[config.mk]
export PLATFORM = sky130hd
export DESIGN_NAME = add_operand_sequencer_flat
export DESIGN_NICKNAME = d
export VERILOG_FILES = /design/src/rtl/add_operand_sequencer_if.sv /design/src/rtl/add_operand_sequencer.sv /design/src/flat_wrapper.sv
export SDC_FILE = /design/constraint.sdc
export NUM_CORES = 1
export LEC_CHECK = 0
export ABC_AREA = 0
export CAP_MARGIN = 15
export CORE_MARGIN = 2
export CORE_UTILIZATION = 30
export CTS_CLUSTER_SIZE = 40
export DETAILED_ROUTE_END_ITERATION = 12
export PLACE_DENSITY_LB_ADDON = 0.12
export SLEW_MARGIN = 20
export SYNTH_ARGS = -nofsm -noshare
export SYNTH_HDL_FRONTEND = slang
export SYNTH_SLANG_ARGS = --single-unit
export TNS_END_PERCENT = 1
[constraint.sdc]
create_clock -name clk -period 1.26 [get_ports clk]
set_input_delay 0.378 -clock clk [delete_from_list [all_inputs] [get_ports clk]]
set_output_delay 0.378 -clock clk [all_outputs]
set_load 0.03 [all_outputs]
[src/rtl/add_operand_sequencer_if.sv]
// Handshake bundle between the byte source, the operand sequencer, the
// external combinational adder and the result sink.
interface add_operand_sequencer_if #(
  parameter int CNT_W = 8
);
  logic             in_valid;
  logic             in_ready;
  logic [7:0]       in_data;
  logic [7:0]       adder_a;
  logic [7:0]       adder_b;
  logic [8:0]       adder_sum;
  logic             out_valid;
  logic             out_ready;
  logic [8:0]       out;
  logic [CNT_W-1:0] op_count;

  modport slave (
    input  in_valid, in_data, adder_sum, out_ready,
    output in_ready, adder_a, adder_b, out_valid, out, op_count
  );

  modport master (
    output in_valid, in_data, adder_sum, out_ready,
    input  in_ready, adder_a, adder_b, out_valid, out, op_count
  );
endinterface

[src/rtl/add_operand_sequencer.sv]
// Collects operand bytes A then B, lets the external adder settle for one
// cycle, then holds the 9-bit result until downstream takes it.
module add_operand_sequencer #(
  parameter int CNT_W = 8
) (
  input logic                   clk,
  input logic                   rst,
  add_operand_sequencer_if.slave bus
);
  typedef enum logic [1:0] {GET_A, GET_B, CALC, SEND} state_e;

  state_e           state_q;
  logic [7:0]       reg_a_q, reg_b_q;
  logic [8:0]       out_q;
  logic [CNT_W-1:0] cnt_q, cnt_d;
  logic             out_valid_q;
  logic             in_rdy, in_xfer;

  // Ready is gated by rst directly so no byte is taken during a reset cycle.
  assign in_rdy  = !rst && (state_q == GET_A || state_q == GET_B);
  assign in_xfer = bus.in_valid && in_rdy;
  assign cnt_d   = cnt_q + 1'b1;

  always_ff @(posedge clk) begin
    if (rst) begin
      state_q     <= GET_A;
      reg_a_q     <= '0;
      reg_b_q     <= '0;
      out_q       <= '0;
      cnt_q       <= '0;
      out_valid_q <= 1'b0;
    end else begin
      case (state_q)
        GET_A: if (in_xfer) begin
          reg_a_q <= bus.in_data;
          state_q <= GET_B;
        end
        GET_B: if (in_xfer) begin
          reg_b_q <= bus.in_data;
          state_q <= CALC;
        end
        CALC: begin
          out_q       <= bus.adder_sum;
          out_valid_q <= 1'b1;
          state_q     <= SEND;
        end
        SEND: if (bus.out_ready) begin
          cnt_q       <= cnt_d;
          out_valid_q <= 1'b0;
          state_q     <= GET_A;
        end
        default: begin
          out_valid_q <= 1'b0;
          state_q     <= GET_A;
        end
      endcase
    end
  end

  assign bus.in_ready  = in_rdy;
  assign bus.adder_a   = reg_a_q;
  assign bus.adder_b   = reg_b_q;
  assign bus.out       = out_q;
  assign bus.out_valid = out_valid_q;
  assign bus.op_count  = cnt_q;
endmodule
[src/flat_wrapper.sv]
// flat-port wrapper written by rule: the top's interface ports become plain ports
module add_operand_sequencer_flat 
#(
  parameter int CNT_W = 8
)
  (clk, rst, bus_in_valid, bus_in_data, bus_adder_sum, bus_out_ready, bus_in_ready, bus_adder_a, bus_adder_b, bus_out_valid, bus_out, bus_op_count);
  add_operand_sequencer_if #(.CNT_W(CNT_W)) bus_i ();
  input logic clk;
  input logic rst;
  input wire logic [$bits(bus_i.in_valid)-1:0] bus_in_valid;
  input wire logic [$bits(bus_i.in_data)-1:0] bus_in_data;
  input wire logic [$bits(bus_i.adder_sum)-1:0] bus_adder_sum;
  input wire logic [$bits(bus_i.out_ready)-1:0] bus_out_ready;
  output wire logic [$bits(bus_i.in_ready)-1:0] bus_in_ready;
  output wire logic [$bits(bus_i.adder_a)-1:0] bus_adder_a;
  output wire logic [$bits(bus_i.adder_b)-1:0] bus_adder_b;
  output wire logic [$bits(bus_i.out_valid)-1:0] bus_out_valid;
  output wire logic [$bits(bus_i.out)-1:0] bus_out;
  output wire logic [$bits(bus_i.op_count)-1:0] bus_op_count;
  assign bus_i.in_valid = bus_in_valid;
  assign bus_i.in_data = bus_in_data;
  assign bus_i.adder_sum = bus_adder_sum;
  assign bus_i.out_ready = bus_out_ready;
  assign bus_in_ready = bus_i.in_ready;
  assign bus_adder_a = bus_i.adder_a;
  assign bus_adder_b = bus_i.adder_b;
  assign bus_out_valid = bus_i.out_valid;
  assign bus_out = bus_i.out;
  assign bus_op_count = bus_i.op_count;
  add_operand_sequencer #(.CNT_W(CNT_W)) u_core (.clk(clk), .rst(rst), .bus(bus_i));
endmodule
* Word level (Yosys, flattened, before mapping)
Cells that the tools add are included.
** Cells by class
- Add/subtract/negate cells :: 1
- Eq/ne operators :: 6
- Mux-type cells :: 6
- Reductions and logical operators :: 11
** Operators by type and width (count)
- adder 8 x 1 -> 8 bit, second input constant :: 1
- one-hot mux 2 bit (4 select lines) :: 1
- AND reduction 2 bit :: 4
- 2-to-1 mux 2 bit :: 3
- equality test 2 bit, second input constant :: 2
- != test 2 x 1 -> 1 bit, second input constant :: 2
- AND reduction 3 bit :: 1
- equality test 2 x 1 -> 1 bit, second input constant :: 1
- logical AND 1 bit :: 2
- zero test 2 bit :: 1
- != test 2 bit, second input constant :: 1
- one-hot mux 1 bit (2 select lines) :: 1
- nonzero test 2 bit :: 1
- zero test 1 bit :: 1
- logical OR 1 bit :: 1
- 2-to-1 mux 1 bit :: 1
** Storage, ports and cells
- Bits in registers :: 36
- Bits of input ports :: 21
- Word-level logic and storage cells :: 30

* Logic depth before layout (Yosys ltp)
Gate-level depths: netlist of the first run.
- Word-level depth :: 6
- Mapped depth :: 7
- Gate-level depth less buffers :: 6

* Least setup slack after synthesis of the first run
OpenSTA, ideal clock, no wires.
- Path kind :: register to output
- Start :: reg u_core.state_q[1]
- End :: out bus_in_ready
- Arrival time :: 1.117 ns
- Path slack :: -0.235 ns
- Cell stages (with the launch flop) :: 6
- Buffers on the path :: 1
- Cells stage by stage :: dfxtp_1 -> inv_1 -> ha_1 -> buf_4 -> nor2_1 -> nor2_1
** On the way
- Longest elaborated chain between the ends :: 3
- Elaborated cells on any way between the ends :: 4
** RTL lines
- start: declaration :: RTL line add_operand_sequencer.sv:12 : state_e state_q;
- start signal: assignment :: RTL line add_operand_sequencer.sv:26 : state_q <= GET_A;
- start signal: assignment :: RTL line add_operand_sequencer.sv:36 : state_q <= GET_B;
- start signal: assignment :: RTL line add_operand_sequencer.sv:40 : state_q <= CALC;
- equality test 2 x 1 -> 1 bit / zero test 2 bit (equally long branches) :: RTL line add_operand_sequencer.sv:20 : assign in_rdy = !rst && (state_q == GET_A || state_q == GET_B);
- logical OR 1 bit (*) :: RTL line add_operand_sequencer.sv:20
- logical AND 1 bit (*) :: RTL line add_operand_sequencer.sv:20
- end: declaration :: RTL line flat_wrapper.sv:14 : output wire logic [$bits(bus_i.in_ready)-1:0] bus_in_ready;
Mark *: on every way between the ends. The rest lies on a longest branch, timed or not.

* Worst setup path after layout of the first run
- Start :: reg u_core.state_q[0]
- End :: out bus_in_ready
The elaborated chain is that of the path after synthesis.

==> results of run 1 <==
[cell usage after synthesis]
cell type	count	share of area [%]
nor3_1	1	0.35
and3_1	2	0.87
buf_6	1	0.79
a22oi_1	1	0.52
nor2b_4	1	0.96
a21oi_1	17	5.9
ha_1	5	4.4
dfxtp_1	36	50
a211oi_1	1	0.52
buf_4	2	1.0
o22ai_2	1	0.87
and2_1	1	0.44
nand3_1	16	5.6
nor2_1	20	5.2
nand4_1	4	1.7
mux2i_1	10	7.0
buf_2	7	2.4
xnor2_1	1	0.61
inv_1	3	0.79
nand2_1	23	6.0
xor2_1	6	3.7
[per-stage QoR]
stage	total power [mW]	worst slack, ps
final	4.11	-297
after global routing	4.36	-357
after CTS	4.14	-318
after detailed placement	3.11	-364
after global placement	3.07	-315
after floorplan	2.47	-7.22
[worst max-delay path, delay by kind of cell, from the launching register on]
kind,cells,cell delay [ps]
flops,1,340
simple gates,2,140
buf+inv,2,260
fa+ha+maj,1,150
[area by class of cell]
cell class / count / area, um2 / area share, %
clock buffer: 8 / 90.1 / 4.00
sequential: 36 / 728 / 32.3
tap: 54 / 67.6 / 3.00
timing repair buffer: 72 / 641 / 28.4
inverter: 3 / 11.3 / 0.499
multi-input combinational: 110 / 717 / 31.8
[what timing repair did]
item | in CTS | in global routing
buffers inserted | 2 | 0
resized for setup | 17 | 5
endpoints found under the setup margin | 35 | 21
pin swaps | 7 | 1
hold buffers | 0 | 0
endpoints found under the hold margin | 0 | 0
[cells by family (layout without fill, tap and decap cells)]
kind of cell | count (synthesis) | after routing | synth area share (%)
simple gates | 68 | 68 | 21.2
flops | 36 | 36 | 50.3
compound gates | 20 | 20 | 7.85
buf+inv | 13 | 83 | 5.06
mux | 10 | 10 | 6.98
xor+xnor | 7 | 7 | 4.28
fa+ha+maj | 5 | 5 | 4.36
[where the power goes]
| group | leakage (nW) | internal (mW) | switching, mW | total, mW |
|---|---|---|---|---|
| combinational | 0.596 | 0.868 | 0.982 | 1.85 |
| sequential | 0.295 | 1.32 | 0.106 | 1.43 |
| clock | 0.0455 | 0.446 | 0.382 | 0.828 |
[final timing paths]
path                                      startpoint                                 end  slack, ps  depth (start not counted)
setup reg to reg      u_core.state_q[0]$_SDFFE_PP0P_      u_core.state_q[1]$_SDFFE_PP0P_       -120                          8
setup / recovery      u_core.state_q[0]$_SDFFE_PP0P_                        bus_in_ready       -300                          5
hold reg to reg   u_core.bus.adder_a[0]$_SDFFE_PP0P_  u_core.bus.adder_a[0]$_SDFFE_PP0P_        460                          2
hold / removal    u_core.bus.adder_a[0]$_SDFFE_PP0P_  u_core.bus.adder_a[0]$_SDFFE_PP0P_        460                          2
[flip-flops by register name, summed over array words and instances (netlist names)]
name / count
u_core.bus.adder_b: 8
u_core.bus.out_valid: 1
u_core.state_q: 2
u_core.bus.adder_a: 8
u_core.bus.out: 9
u_core.bus.op_count: 8
[metal layers]
metal  share of wire, %  up-vias  GRT usage, %
li1                   -      673             -
met2                 49       46          21.7
met3                6.2        6          4.56
met5                  0        -             0
met4                1.6        0          5.56
met1                 43      598          17.4
==> results.json, run 1 <==
{
  "status": "finished, violations left",
  "violations": "negative setup slack",
  "drt_iter0_markers": 73,
  "final_common_cell": "buf_4",
  "antenna_found_initial": 0,
  "syn2layout_area_growth_pct": 57.2,
  "clk_latency_ps": 280,
  "viasPerCell": 4.67,
  "cts.sinks": 36,
  "cp-end-kind": "output pin",
  "arrival_ps": 1180,
  "core_region_area_um2": 4660,
  "start_util_pct": 30.8,
  "drv_slew": 0,
  "post-route-drc-count": 0,
  "wirelength_mm": 3.47,
  "cpMaxStageDelayCell": "dfxtp_2",
  "critPathKind": "reg2out",
  "nets": 254,
  "synth_area_per_cell_um2": 9.02,
  "cp_cell_sequence": "buf_6 -> ha_4 -> nor2_4 -> nor2_4 -> buf_6",
  "post-dp-hpwl_mm": 2.58,
  "place_area_um2": 2080,
  "cts.clk_slew.worst_paths_ps": 70,
  "grt_pass1_wl_mm": 5.63,
  "synth_area_um2": 1430,
  "via_count": 1323,
  "p_leak_nw": 0.937,
  "ys_ff_latch": 36,
  "clock_tree.root_cell": "clkbuf_8",
  "slowest_delay_ps": 340,
  "worstHoldPathType": "reg2reg",
  "max_freq_mhz": 642,
  "hold_ws_ps": 460,
  "powerDensity_nw_per_um2": 1820,
  "io_buffers": 55,
  "post-route-min-period_ps": 1560,
  "fin_skew_ps": 6.02,
  "n_antenna_cell": 0,
  "gr-total-overflow": 0,
  "grtUsageTotal_pct": 13.8,
  "postLayoutCellArea_um2": 2250,
  "synthCells": 159,
  "layout-drive-gt1-share_pct": 33.6,
  "fill_cells": 458,
  "syn_nets": 185,
  "place_congestion": 0.755,
  "dp_cells": 273,
  "required_ps": 880,
  "grt_start_max_net_pins": 21,
  "start_kind": "flop",
  "setup_violations": 5,
  "yosys_warnings": 0,
  "cts_buffer_depth": 2,
  "ys_types": 21,
  "first_pass_iters": 4,
  "die_h_um": 73.1,
  "dieArea_um2": 5350,
  "pin_count": 56,
  "cap_violations": 0,
  "num_rows": 25,
  "worstMarginPinSlew_ps": 252,
  "die_width_um": 73.1,
  "final_core_util_pct": 48.4,
  "routedWlPerCell_um": 12.3,
  "ir_drop_mv": 0.714,
  "cts_tree": "done",
  "cts_inserted_buffers": 5,
  "final_cells": 283,
  "yosysSeqAreaShare_pct": 50.3,
  "postRouteAntennaNets": 0,
  "path_max_fanout": 3,
  "tns_ps": -487,
  "grt_pass1_vias": 1232,
  "hold_viol_final": 0,
  "slew-limit-headroom_pct": 83.2,
  "grt_setup_unrepaired": "yes",
  "htreeDepth": 2,
  "layout_common_cells": "45 x buf_4, 30 x dfxtp_1, 21 x nand2_1, 18 x nor2_1, 18 x clkdlybuf4s50_1",
  "timing.final.ws_setup_ps": -297,
  "finalCritPeriodShare_pct": 124
}
Note: power is estimated with default switching activity, not from simulation.
==> inputs of run 2 (changes only) <==
--- a/config.mk
+++ b/config.mk
@@ -8,11 +8,10 @@
 export ABC_AREA = 0
 export CAP_MARGIN = 15
 export CORE_MARGIN = 2
-export CORE_UTILIZATION = 30
+export CORE_UTILIZATION = 38
 export CTS_CLUSTER_SIZE = 40
 export DETAILED_ROUTE_END_ITERATION = 12
-export PLACE_DENSITY_LB_ADDON = 0.12
-export SLEW_MARGIN = 20
+export PLACE_DENSITY = 0.74
 export SYNTH_ARGS = -nofsm -noshare
 export SYNTH_HDL_FRONTEND = slang
 export SYNTH_SLANG_ARGS = --single-unit
==> results.json, run 2 (synthesis gave the netlist of run 1 again) <==
{
  "nets": 250,
  "arrival_ps": 1160,
  "die_width_um": 65.4,
  "status": "finished, violations left",
  "htreeDepth": 2,
  "n_antenna_cell": 0,
  "grtUsageTotal_pct": 16.1,
  "multi_input_area_um2": 714,
  "worstMarginPinSlew_ps": 264,
  "postRouteAntennaNets": 0,
  "cap_violations": 0,
  "slew-limit-headroom_pct": 82.4,
  "finalCritPeriodShare_pct": 122,
  "post-route-min-period_ps": 1540,
  "dp_cells": 263,
  "register_area_um2": 729,
  "start_util_pct": 39.5,
  "post-route-drc-count": 0,
  "cp-end-kind": "output pin",
  "hold_viol_final": 0,
  "final_cells": 270,
  "setup_violations": 4,
  "cts.sinks": 36,
  "num_rows": 22,
  "fill_cells": 341,
  "layout-drive-gt1-share_pct": 33.3,
  "cts_tree": "done",
  "die_h_um": 65.4,
  "grt_start_max_net_pins": 26,
  "wirelength_mm": 3.13,
  "drv_slew": 0,
  "io_buffers": 55,
  "antenna_found_initial": 0,
  "violations": "negative setup slack",
  "required_ps": 880,
  "critPathKind": "reg2out",
  "routedWlPerCell_um": 11.6,
  "max_freq_mhz": 650,
  "hold_depth": 2,
  "drt_iter0_markers": 73,
  "cts_buffer_depth": 2,
  "fin_skew_ps": 2.34,
  "clk_latency_ps": 280,
  "powerDensity_nw_per_um2": 1780,
  "core_region_area_um2": 3630,
  "syn2layout_area_growth_pct": 52.2,
  "p_leak_nw": 0.912,
  "viasPerCell": 4.54,
  "final_common_cell": "buf_4",
  "ir_drop_mv": 0.749,
  "cts_inserted_buffers": 5,
  "cts.clk_slew.worst_paths_ps": 60,
  "dp_slack_ps": -380,
  "grt_pass1_wl_mm": 5.26,
  "dieArea_um2": 4280,
  "pin_count": 56,
  "start_kind": "flop",
  "gr-total-overflow": 0,
  "place_congestion": 0.837,
  "post-dp-hpwl_mm": 2.39,
  "timing.final.ws_setup_ps": -279,
  "first_pass_iters": 4,
  "layout_common_cells": "43 x buf_4, 29 x dfxtp_1, 21 x nand2_1, 18 x nor2_1, 18 x clkdlybuf4s50_1",
  "via_count": 1227,
  "worstHoldPathType": "reg2reg",
  "clock_tree.root_cell": "clkbuf_8",
  "grt_setup_unrepaired": "yes",
  "grt_pass1_vias": 1175,
  "r2r_cells": 6,
  "path_max_fanout": 3,
  "largest_register_ff_count": 9
}
-- run 2: per-stage QoR --
step           utilization [%]  instance area [um2]  total power [mW]  hold WS (ps)  TNS, ps
3_5_place_dp              56.0                 2030              3.04           450    -9240
5_1_grt                   60.1                 2180              4.13           475     -942
6_report                  60.1                 2180              3.89           456     -339
2_1_floorplan                -                 1470              2.47           498    -7.22
4_1_cts                   59.2                 2150              3.90           459     -493
3_3_place_gp              56.0                 2030              3.03           444    -9020
-- run 2: final cells by class --
class,instances,area share (%)
Inverter,3,0.516
Tap cell,48,2.75
Multi-Input combinational cell,110,32.7
Timing Repair Buffer,68,27.4
Clock buffer,5,3.15
Sequential cell,36,33.4
-- run 2: layer usage --
metal	wire length, um	global-route usage [%]	vias up
li1	-	-	661
met1	1470	19.0	543
met2	1500	27.3	18
met3	107	5.14	5
met4	52	6.25	0
met5	0	0	-
-- run 2: path summary, 6_finish.rpt --
path,from,end,slack (ps)
worst max-delay path,u_core.state_q[0]$_SDFFE_PP0P_,bus_in_ready,-280
worst min-delay path,u_core.bus.adder_a[1]$_SDFFE_PP0P_,u_core.bus.adder_a[1]$_SDFFE_PP0P_,460
worst max register to register,u_core.state_q[1]$_SDFFE_PP0P_,u_core.state_q[1]$_SDFFE_PP0P_,-30
worst min register to register,u_core.bus.adder_a[1]$_SDFFE_PP0P_,u_core.bus.adder_a[1]$_SDFFE_PP0P_,460
-- run 2: report_power, final --
group	internal, mW	leakage, nW	total (mW)	switching (mW)
sequential	1.32	0.296	1.42	0.0992
combinational	0.803	0.580	1.76	0.957
clock	0.355	0.0359	0.703	0.347
-- run 2: worst max-delay path, cell delays in order (launching register included) --
cell	delay, ps
dfxtp_2	340
buf_6	110
ha_4	150
nor2_4	100
nor2_4	40
buf_6	140
-- run 2: repair_timing --
item | 4_1_cts | 5_1_grt
gates resized for setup | 13 | 9
endpoints found under the setup margin | 21 | 24
setup buffers | 2 | 0
hold buffers | 0 | 0
gates cloned | 0 | 0
pin swaps | 4 | 2
